File: config.mk
export PLATFORM = sky130hd
export DESIGN_NAME = pc_unit
export DESIGN_NICKNAME = d
export VERILOG_FILES = /design/src/rtl/pc_pkg.sv /design/src/rtl/pc_redirect_buf.sv /design/src/rtl/pc_unit.sv
export SDC_FILE = /design/constraint.sdc
export NUM_CORES = 1
export LEC_CHECK = 0
export ABC_AREA = 1
export CORE_MARGIN = 4
export CORE_UTILIZATION = 35
export CTS_BUF_LIST = sky130_fd_sc_hd__clkbuf_8
export DETAILED_ROUTE_END_ITERATION = 6
export PLACE_DENSITY_LB_ADDON = 0.05
export RECOVER_POWER = 50
export SLEW_MARGIN = 20
export SYNTH_ARGS = -nofsm -noshare
export SYNTH_HDL_FRONTEND = slang
export SYNTH_SLANG_ARGS = --single-unit
File: constraint.sdc
create_clock -name clk_i -period 2.4 [get_ports clk_i]
set_clock_uncertainty 0.05 [all_clocks]
set_input_delay 0.6 -clock clk_i [delete_from_list [all_inputs] [get_ports clk_i]]
set_output_delay 0.6 -clock clk_i [all_outputs]
set_load 0.02 [all_outputs]
File: src/rtl/pc_pkg.sv
// Shared types and helpers for the IF-stage program-counter generator.
// Latency: n/a (types and constant functions only).
// Backpressure: n/a.
package pc_pkg;

  typedef enum logic {
    PC_IDLE = 1'b0,
    PC_RUN  = 1'b1
  } pc_state_t;

  typedef enum logic [1:0] {
    SEL_HOLD  = 2'd0,
    SEL_REDIR = 2'd1,
    SEL_PEND  = 2'd2,
    SEL_INC   = 2'd3
  } pc_sel_t;

  // Mask with the low 'bits' positions cleared; bits = 0 yields all ones.
  function automatic logic [63:0] align_mask(input int unsigned bits);
    logic [63:0] m;
    m = '1;
    m = m << bits;
    return m;
  endfunction

endpackage

File: src/rtl/pc_redirect_buf.sv
// One-entry pending-redirect buffer: keeps a branch/jump target raised while the PC is held.
// Latency: load/clear take effect on the next clk_i edge; aligned_o is combinational from target_i.
// Backpressure: none; a newer load overwrites the stored target, load wins over clear.
module pc_redirect_buf
  import pc_pkg::*;
#(
  parameter int unsigned PC_WIDTH   = 32,
  parameter int unsigned ALIGN_BITS = 2
) (
  input  logic                clk_i,
  input  logic                rst_i,
  input  logic                load_i,
  input  logic                clear_i,
  input  logic [PC_WIDTH-1:0] target_i,
  output logic [PC_WIDTH-1:0] aligned_o,
  output logic                pend_valid_o,
  output logic [PC_WIDTH-1:0] pend_pc_o
);

  localparam logic [PC_WIDTH-1:0] MASK = PC_WIDTH'(align_mask(ALIGN_BITS));

  logic [PC_WIDTH-1:0] w_aligned;
  logic                r_valid;
  logic [PC_WIDTH-1:0] r_pc;

  assign w_aligned = target_i & MASK;

  // Capture the aligned target on load; drop the valid flag once it is consumed.
  always_ff @(posedge clk_i or negedge rst_i) begin
    if (!rst_i) begin
      r_valid <= 1'b0;
      r_pc    <= '0;
    end else if (load_i) begin
      r_valid <= 1'b1;
      r_pc    <= w_aligned;
    end else if (clear_i) begin
      r_valid <= 1'b0;
    end
  end

  assign aligned_o    = w_aligned;
  assign pend_valid_o = r_valid;
  assign pend_pc_o    = r_pc;

endmodule

File: src/rtl/pc_unit.sv
// IF-stage program counter: sequential increment, stall/hold arbitration, buffered redirects.
// Latency: pc_o updates one edge after an unblocked cycle; all outputs are register-driven.
// Backpressure: stall_i, then pc_write_i = 0, hold pc_o; redirects seen while held are buffered.
module pc_unit
  import pc_pkg::*;
#(
  parameter int unsigned         PC_WIDTH     = 32,
  parameter logic [PC_WIDTH-1:0] RESET_VECTOR = '0,
  parameter int unsigned         INC          = 4,
  parameter int unsigned         ALIGN_BITS   = 2,
  parameter int unsigned         CNT_WIDTH    = 32
) (
  input  logic                 clk_i,
  input  logic                 rst_i,
  input  logic                 start_i,
  input  logic                 stall_i,
  input  logic                 pc_write_i,
  input  logic                 redirect_i,
  input  logic [PC_WIDTH-1:0]  redirect_pc_i,
  output logic [PC_WIDTH-1:0]  pc_o,
  output logic                 pc_valid_o,
  output logic                 pend_valid_o,
  output logic [CNT_WIDTH-1:0] fetch_cnt_o
);

  pc_state_t           r_state;
  pc_state_t           w_state_nxt;
  pc_sel_t             w_sel;
  logic                w_buf_load;
  logic                w_buf_clear;
  logic [PC_WIDTH-1:0] w_aligned;
  logic                w_pend_valid;
  logic [PC_WIDTH-1:0] w_pend_pc;
  logic [PC_WIDTH-1:0] r_pc;
  logic [CNT_WIDTH-1:0] r_cnt;

  pc_redirect_buf #(
    .PC_WIDTH   (PC_WIDTH),
    .ALIGN_BITS (ALIGN_BITS)
  ) u_redirect_buf (
    .clk_i        (clk_i),
    .rst_i        (rst_i),
    .load_i       (w_buf_load),
    .clear_i      (w_buf_clear),
    .target_i     (redirect_pc_i),
    .aligned_o    (w_aligned),
    .pend_valid_o (w_pend_valid),
    .pend_pc_o    (w_pend_pc)
  );

  // Run/idle state register.
  always_ff @(posedge clk_i or negedge rst_i) begin
    if (!rst_i) r_state <= PC_IDLE;
    else        r_state <= w_state_nxt;
  end

  // Next state and next-PC select; any edge that does not advance buffers a redirect.
  always_comb begin
    w_state_nxt = r_state;
    w_sel       = SEL_HOLD;
    w_buf_load  = 1'b0;
    w_buf_clear = 1'b0;
    case (r_state)
      PC_IDLE: begin
        // The PC is not moved on the start edge: first fetch uses the current pc_o.
        if (start_i) w_state_nxt = PC_RUN;
        w_buf_load = redirect_i;
      end
      PC_RUN: begin
        if (!start_i) begin
          w_state_nxt = PC_IDLE;
          w_buf_load  = redirect_i;
        end else if (stall_i || !pc_write_i) begin
          w_buf_load = redirect_i;
        end else if (redirect_i) begin
          // A live redirect supersedes any older buffered target.
          w_sel       = SEL_REDIR;
          w_buf_clear = 1'b1;
        end else if (w_pend_valid) begin
          w_sel       = SEL_PEND;
          w_buf_clear = 1'b1;
        end else begin
          w_sel = SEL_INC;
        end
      end
      default: w_state_nxt = PC_IDLE;
    endcase
  end

  // PC register; the increment wraps modulo 2^PC_WIDTH.
  always_ff @(posedge clk_i or negedge rst_i) begin
    if (!rst_i) begin
      r_pc <= RESET_VECTOR;
    end else begin
      case (w_sel)
        SEL_REDIR: r_pc <= w_aligned;
        SEL_PEND:  r_pc <= w_pend_pc;
        SEL_INC:   r_pc <= r_pc + PC_WIDTH'(INC);
        default:   r_pc <= r_pc;
      endcase
    end
  end

  // Saturating count of PC updates.
  always_ff @(posedge clk_i or negedge rst_i) begin
    if (!rst_i) begin
      r_cnt <= '0;
    end else if ((w_sel != SEL_HOLD) && (r_cnt != '1)) begin
      r_cnt <= r_cnt + CNT_WIDTH'(1);
    end
  end

  assign pc_o         = r_pc;
  assign pc_valid_o   = (r_state == PC_RUN);
  assign pend_valid_o = w_pend_valid;
  assign fetch_cnt_o  = r_cnt;

endmodule

### Yosys cells after proc, flatten, opt, wreduce, memory -nomap -nowiden

Index checks and enable logic that the tools add are counted.

| operators by class | value |
|---|---|
| add/subtract/negate cells | 2 |
| multiply operators | 0 |
| divide/modulo/power cells | 0 |
| order comparisons | 0 |
| equal/unequal tests | 4 |
| shifts and indexed selects | 0 |
| multiplexer cells | 17 |
| bitwise operators | 1 |
| reduce and logical (&&, ||, !) cells | 6 |

Operator list:

| kind | count |
|---|---|
| $pmux 32 s3 | 1 |
| $add 32x1->32 const B | 1 |
| $add 32x3->32 const B | 1 |
| $ne 32x32->1 const B | 1 |
| $mux 1 | 11 |
| $mux 2 | 4 |
| $eq 2x2->1 const B | 2 |
| $reduce_bool 2->1 | 2 |
| $reduce_bool 3->1 | 1 |
| $eq 2x1->1 const B | 1 |
| $pmux 1 s2 | 1 |
| $logic_and 1x1->1 | 1 |
| $logic_not 1->1 | 1 |
| $logic_or 1x1->1 | 1 |
| $not 1->1 | 1 |

| word-level totals | value |
|---|---|
| flip-flop bits (word level) | 96 |
| bits in latches | 0 |
| bits in writable memories | 0 |
| ROM bits | 0 |
| output and inout bits | 66 |
| memories | 0 |

### Logic depth before layout (Yosys ltp)

Gate-level depths: netlist (run 1).

| depth | value |
|---|---|
| depth after elaboration | 7 |
| depth in mapped cells | 12 |

### Cells and area by module

A second synthesis (run 1) with hierarchy kept.

| unflattened totals | value |
|---|---|
| cells, all modules | 876 |
| area total of the unflattened synthesis | 6073.3 um^2 |

By module, submodules not included:

| module | times used | cells each | area an instance (um^2) |
|---|---|---|---|
| pc_unit | 1 | 710 | 4655.7 |
| pc_redirect_buf | 1 | 166 | 1417.6 |

### Least setup slack after synthesis (run 1)

No wires, ideal clock.

| timing path | value |
|---|---|
| path type | flip-flop to flip-flop |
| from | reg r_cnt[1] (netlist: fetch_cnt_o[1]) |
| to | reg r_cnt[23] (netlist: fetch_cnt_o[23]) |
| library setup time | 117 ps |
| arrival | 1666 ps |
| required time | 2233 ps |
| setup slack | 567 ps |
| cell stages (with the launch flop) | 12 |
| buffers on the path | 1 |
| cells stage by stage | dfrtp_1 ha_1 inv_2 nor3_4 nand2_2 nor2_4 nand2_2 nand2_2 inv_2 buf_2 nand2_1 nand2_1 |

| between the ends | value |
|---|---|
| word-level cells in the longest chain between the ends | 2 |
| elaborated cells between the ends (all ways) | 3 |

RTL lines:

| what | line | source |
|---|---|---|
| from (decl) | pc_unit.sv:35 | `logic [CNT_WIDTH-1:0] r_cnt;` |
| from (signal assigned) | pc_unit.sv:109 | `r_cnt <= r_cnt + CNT_WIDTH'(1);` |
| branches (longest 2 deep; another with $add 32x1->32) | -- |  |

Parallel ways; which one is timed is not known.
A chain may end at the register's enable or synchronous reset.

### Worst setup path in the final report (run 1)

| timing path | value |
|---|---|
| from | reg r_cnt[23] (netlist: fetch_cnt_o[23]) |
| to | out fetch_cnt_o[23] |

RTL lines:

| what | line | source |
|---|---|---|
| to (decl) | pc_unit.sv:23 | `output logic [CNT_WIDTH-1:0] fetch_cnt_o` |

No word-level cell between the ends.

==> metrics.yaml, run 1 <==
status:
  status: "completed"
worst_setup_path:
  crit_buf_inv: 1
  reg2reg_depth: 11
  worst_setup_path_start_kind: "flop"
  path_cells: "clkdlybuf4s50_1"
  critPathKind: "flop to output port"
  r2r-end: "fetch_cnt_o[7]"
  worstReg2RegStart: "fetch_cnt_o[1]"
  max_stage_delay_ps: 660
  path_max_fanout: 6
  worstPathRequired_ps: 1750
  r2r_slack_ps: 280
  path_delay_family: "buffers and inverters"
  slowest_stage: "clkdlybuf4s50_1"
  critPathCaptureType: "output port"
  arrival_ps: 1540
detailed_routing:
  wl_mm: 17.2
  vias: 5465
  drtAntennaViolNets: 0
  drtPass1Iterations: 5
  routed_via_density: 4.90
  drc: 0
  drtIter0Drc: 286
  wl_per_cell_um: 15.4
grt:
  track_usage: 0.194
  grt.overflow.total: 0
  grt_pass1_vias: 5533
  antenna_found_initial: 1
  grt_pass1_wl_mm: 28.2
  grt_max_degree: 95
die:
  fp.dieW_um: 135
  start_util: 0.356
  io_pins: 104
  core-area_um2: 15900
  fp-row-count: 46
  die_height_um: 135
  dieArea_um2: 18300
pwr:
  switching_share: 0.341
  power_density_nw_per_um2: 651
  irDropWorstVdd_uv: 390
  intPower_mw: 3.09
  pwr-share-clk: 0.285
  combPwrFrac: 0.271
  power_frac_seq: 0.444
  switchingPower_mw: 1.60
  p_leak_nw: 3.11
job:
  max-cap-violations: 0
synth:
  yosysWarnings: 0
  synth_area_leader_cell: "dfrtp_1"
  synth_ff_type: "dfrtp_1"
  synth.yosys.seq_area_share: 0.416
  async_flop_share: 1.00
  synth-edff-count: 0
  yosys.cell_types.count: 38
  yosys.area.top_type_share: 0.416
  synth-seq-cells: 94
  synth_area_um2: 5660
  synth_cells: 790
  syn_area_per_cell_um2: 7.16
  synth_area_leaders: "dfrtp_1 42%, nand2_1 18%, nor2_1 6.4%"
sta:
  layout_min_cycle_time_ps: 2190
  hold_slack_ps: 444
  max_freq_mhz: 457
  hold_viol: 0
  worst_slack_ps: 212
  tightest_slew_ps: 1340
  relSlewSlack: 0.106
  slew_viol_final: 0
  finalSetupViolations: 0
  finalCritPeriodShare: 0.912
  rsz0062_at_grt: "no"
placement:
  pre_cts_slack_ps: -16.1
  dpl_cell_area_um2: 7000
  gp_congestion: 0.894
  port_buffers: 99
  place_hpwl_mm: 12.7
cts:
  ctsHoldBuffers: 0
  cts_buffers: 9
  root_buffer: "clkbuf_8"
  postCtsSetupBuffers: 0
  htree_levels: 3
  clkSinkCount: 94
  cts_tree: "done"
  cts_buffer_depth: 2
  clkTransAtPathRegs_ps: 100
  clock_latency_ps: 390
  ctsResizeCount: 0
min_path:
  holdCritStartpoint: "u_redirect_buf.pend_pc_o[19]"
  hp-class: "flop to flop"
  hold_path_end: "u_redirect_buf.pend_pc_o[19]"
  whs_path_depth: 2
layout:
  area_delta_synth_final_pct: 27.4
  final_nets: 935
  drive_gt1_frac: 0.0744
  nFillCells: 1694
  n_antenna_cell: 0
  finalInstanceArea_um2: 7210
how the worst max path moves through the flow:
| stage | start | endpoint | slack (ps) | cells past startpoint |
|---|---|---|---|---|
| global placement | pc_write_i | pc_o[2] | 30 | 9 |
| global route | fetch_cnt_o[1] | fetch_cnt_o[4] | 80 | 10 |
| finish | fetch_cnt_o[23] | fetch_cnt_o[23] | 210 | 1 |
| detailed placement | pc_write_i | u_redirect_buf.pend_pc_o[21] | -20 | 8 |
| floorplan | fetch_cnt_o[1] | fetch_cnt_o[23] | 570 | 11 |
| CTS | fetch_cnt_o[23] | fetch_cnt_o[23] | 180 | 1 |
cells in the final DEF, fill, tap and decap left out, drive strengths merged, types with 17 or more instances in the layout:
cell,instances
nand2,271
mux2,18
nor2,101
inv,78
dfrtp,94
nand3,45
a21oi,22
o21ai,56
buf,17
nor3,19
clkdlybuf4s50,96
per-layer routing:
| layer | vias up | routed length, um | GRT usage |
|---|---|---|---|
| li1 | 2741 | - | - |
| met1 | 2599 | 7340 | 0.238 |
| met2 | 102 | 8820 | 0.340 |
| met3 | 21 | 688 | 0.0401 |
| met4 | 2 | 343 | 0.0649 |
| met5 | - | 13 | 0 |
cell usage after synthesis, types with 2 or more instances:
master	n
xor2_1	16
nand3_1	45
nand2_1	268
xnor2_1	5
nor3_1	15
nand3b_1	3
inv_1	74
nand4_1	5
o22ai_1	4
buf_6	4
buf_2	9
dfrtp_1	94
nand2_2	3
mux2_2	18
buf_4	4
ha_1	2
o21bai_1	3
nor2_4	2
nor2_1	96
inv_2	3
o21ai_0	44
nor2_2	3
clkbuf_1	6
buf_1	3
o21ai_1	12
a21oi_1	22
nor3_2	3
o221ai_1	12
a221oi_1	2
o2111ai_1	2
registers in the layout, summed over array words and instances, names as in the netlist:
register and count:
fetch_cnt_o 32, pc_o 30, pc_valid_o 1, u_redirect_buf.pend_pc_o 30
u_redirect_buf.pend_valid_o 1
area by class of cell:
| type | count | area (um^2) | share of cell area |
|---|---|---|---|
| repair buffers | 119 | 1190 | 0.165 |
| well taps | 216 | 270 | 0.0375 |
| clock inverters | 6 | 110 | 0.0153 |
| clock buffers | 10 | 138 | 0.0191 |
| inverters | 77 | 289 | 0.0401 |
| multi-input cells | 594 | 2860 | 0.397 |
| flip-flops and latches | 94 | 2350 | 0.326 |
cell families after synthesis:
family	after synthesis	share of synthesized area
AOI/OAI and AO/OA	104	0.106
xor gates and xnor gates	21	0.0325
adders and majority gates	2	0.00442
buffers and inverters	103	0.0783
DFF	94	0.416
muxes	18	0.0358
other	1	0.000663
and+or+nand+nor	447	0.326
stage by stage:
step	TNS [ps]	power, mW	cells	utilization
detailed placement	-59.8	3.41	1100	0.441
global placement	0	3.39	1100	0.441
finish	0	4.69	1116	0.454
CTS	0	4.76	1116	0.456
global route	0	4.95	1116	0.454
floorplan	0	2.75	791	-
power by group through the flow:
stage | sequential, mW | combinational, mW | clock (mW)
3_5_place_dp | 2.11 | 1.30 | 0
4_1_cts | 2.08 | 1.31 | 1.37
3_3_place_gp | 2.11 | 1.28 | 0
6_report | 2.08 | 1.27 | 1.34
2_1_floorplan | 2.24 | 0.512 | 0
5_1_grt | 2.13 | 1.40 | 1.43
(Power assumes the default switching activity.)
==> inputs of run 2 (changes only) <==
==> constraint.sdc (replaced) <==
create_clock -name clk_i -period 1.85 [get_ports clk_i]
set_clock_uncertainty 0.05 [all_clocks]
set_input_delay 0.4625 -clock clk_i [delete_from_list [all_inputs] [get_ports clk_i]]
set_output_delay 0.4625 -clock clk_i [all_outputs]
set_load 0.02 [all_outputs]
==> run 2 against run 1 <==
Via count up 2.0%. Cell count up 4.0%. Clock power up 8%. Final area up 4.6%. Global-route usage up 0.14 points. Power up 24%. Worst setup slack worse by 170 ps. Utilization up 2.1 points. Combinational power up 35%. Critical path type is now input pin to flop. Highest routed layer is now met4.
==> metrics.yaml, run 2 (synthesized netlist as in run 1, its figures left out) <==
status:
  status: "completed"
placement:
  pre_cts_slack_ps: -568
  gp_congestion: 0.932
  port_buffers: 99
  place_hpwl_mm: 13.5
  dp_cells: 1140
die:
  fp.dieW_um: 135
  core-area_um2: 15900
  start_util: 0.356
  die_height_um: 135
  io_pins: 104
  fp-row-count: 46
  dieArea_um2: 18300
worst_setup_path:
  worstPathRequired_ps: 2090
  worst_setup_path_start_kind: "input pin"
  arrival_ps: 2040
  path_max_fanout: 21
  critPathKind: "input pin to flop"
  r2r_slack_ps: 100
  critPathCaptureType: "flop"
  worstReg2RegStart: "fetch_cnt_o[0]"
  reg2reg_depth: 11
  r2r-end: "fetch_cnt_o[26]"
pwr:
  power_density_nw_per_um2: 773
  p_leak_nw: 3.53
  p_total_mw: 5.83
  irDropWorstVdd_uv: 674
cts:
  htree_levels: 3
  cts_tree: "done"
  cts_buffer_depth: 2
  clock_latency_ps: 390
  clkTransAtPathRegs_ps: 90
  clkSinkCount: 94
  root_buffer: "clkbuf_8"
  cts_buffers: 9
layout:
  final_nets: 980
  fin_cells: 1161
  layout_commonest_cell: "nand2_1"
  drive_gt1_frac: 0.141
  layout_common_cells: "266 x nand2_1, 91 x dfrtp_1, 87 x nor2_1, 75 x inv_1, 64 x dlygate4sd2_1"
  area_delta_synth_final_pct: 33.2
  largest_register_ffs: 32
  n_antenna_cell: 0
sta:
  layout_min_cycle_time_ps: 1800
  max_freq_mhz: 554
  worst_slack_ps: 45.7
  finalSetupViolations: 0
  finalCritPeriodShare: 0.975
  rsz0062_at_grt: "yes"
  slew_viol_final: 0
  relSlewSlack: 0.418
  tns_ps: 0
  hold_viol: 0
  hold_slack_ps: 444
  tightest_slew_ps: 874
min_path:
  whs_path_depth: 2
  hp-class: "flop to flop"
  holdCritStartpoint: "u_redirect_buf.pend_pc_o[30]"
  hold_path_end: "u_redirect_buf.pend_pc_o[30]"
grt:
  antenna_found_initial: 0
  track_usage: 0.196
  grt_pass1_vias: 5605
  grt_pass1_wl_mm: 28.4
  grt_max_degree: 36
  grt.overflow.total: 0
job:
  max-cap-violations: 0
detailed_routing:
  drtPass1Iterations: 5
  routed_via_density: 4.80
  drc: 0
  wl_per_cell_um: 15.0
  drtIter0Drc: 283
  vias: 5572
  wl_mm: 17.4
  drtAntennaViolNets: 0
[run 2: cell types whose count changed in the layout (fill, tap and decap cells not counted), moves of 4 or more]
cell | before | now
nor2_1 | 97 | 87
buf_4 | 13 | 53
nor2_2 | 2 | 10
buf_6 | 0 | 6
dlygate4sd2_1 | 0 | 64
clkdlybuf4s50_1 | 96 | 33
nor3_1 | 15 | 11
[run 2: how the worst max path moves through the flow]
stage                         start              end  cells after the start
finish                   pc_write_i   fetch_cnt_o[9]                     11
global route        fetch_cnt_o[24]  fetch_cnt_o[26]                     12
CTS                  fetch_cnt_o[0]  fetch_cnt_o[26]                     11
detailed placement       pc_write_i          pc_o[4]                      8
global placement         pc_write_i          pc_o[4]                      8
floorplan            fetch_cnt_o[1]  fetch_cnt_o[23]                     11
[run 2: report_power, final]
| group | internal (mW) | total, mW | leakage, nW | switching (mW) |
|---|---|---|---|---|
| Combinational | 0.707 | 1.72 | 2.26 | 1.01 |
| Clock | 0.658 | 1.45 | 0.104 | 0.788 |
| Sequential | 2.34 | 2.66 | 1.16 | 0.322 |
[run 2: area by class of cell]
cell class | count | area, um^2
fill | 1642 | 8350
timing repair buffer | 164 | 1480
sequential | 94 | 2360
clock inverter | 6 | 60.1
tap | 216 | 270
clock buffer | 10 | 138
multi-input combinational | 594 | 2940
inverter | 77 | 289
[run 2: stage by stage]
| step | instance area [um^2] | utilization |
|---|---|---|
| final | 7540 | 0.474 |
| after global routing | 7540 | 0.474 |
| after CTS | 7440 | 0.469 |
| after detailed placement | 7310 | 0.460 |
| after global placement | 7310 | 0.460 |
| after floorplan | 5660 | - |
[run 2: what timing repair did]
action / 4_1_cts / 5_1_grt
gates resized for setup: 66 / 26
setup buffers: 0 / 4
endpoints found under the setup margin: 69 / 82
hold buffers: 1 / 0
endpoints found under the hold margin: 29 / 0
pin swaps: 0 / 5
[run 2: worst max-delay path, cell delays in order]
cell	delay, ps
clkdlybuf4s50_1	510
inv_1	80
buf_4	140
nor3_4	170
buf_6	150
nand2_2	90
inv_2	100
buf_12	160
nand2_1	60
nand2_1	50
nand2_1	40
[run 2: per-layer routing]
metal,vias up,track usage,wire [um],part of all wire
li1,2836,-,-,-
met5,-,0,0,0
met3,23,0.0371,664,0.038
met2,116,0.342,8780,0.50
met4,0,0.0622,370,0.021
met1,2597,0.245,7630,0.44
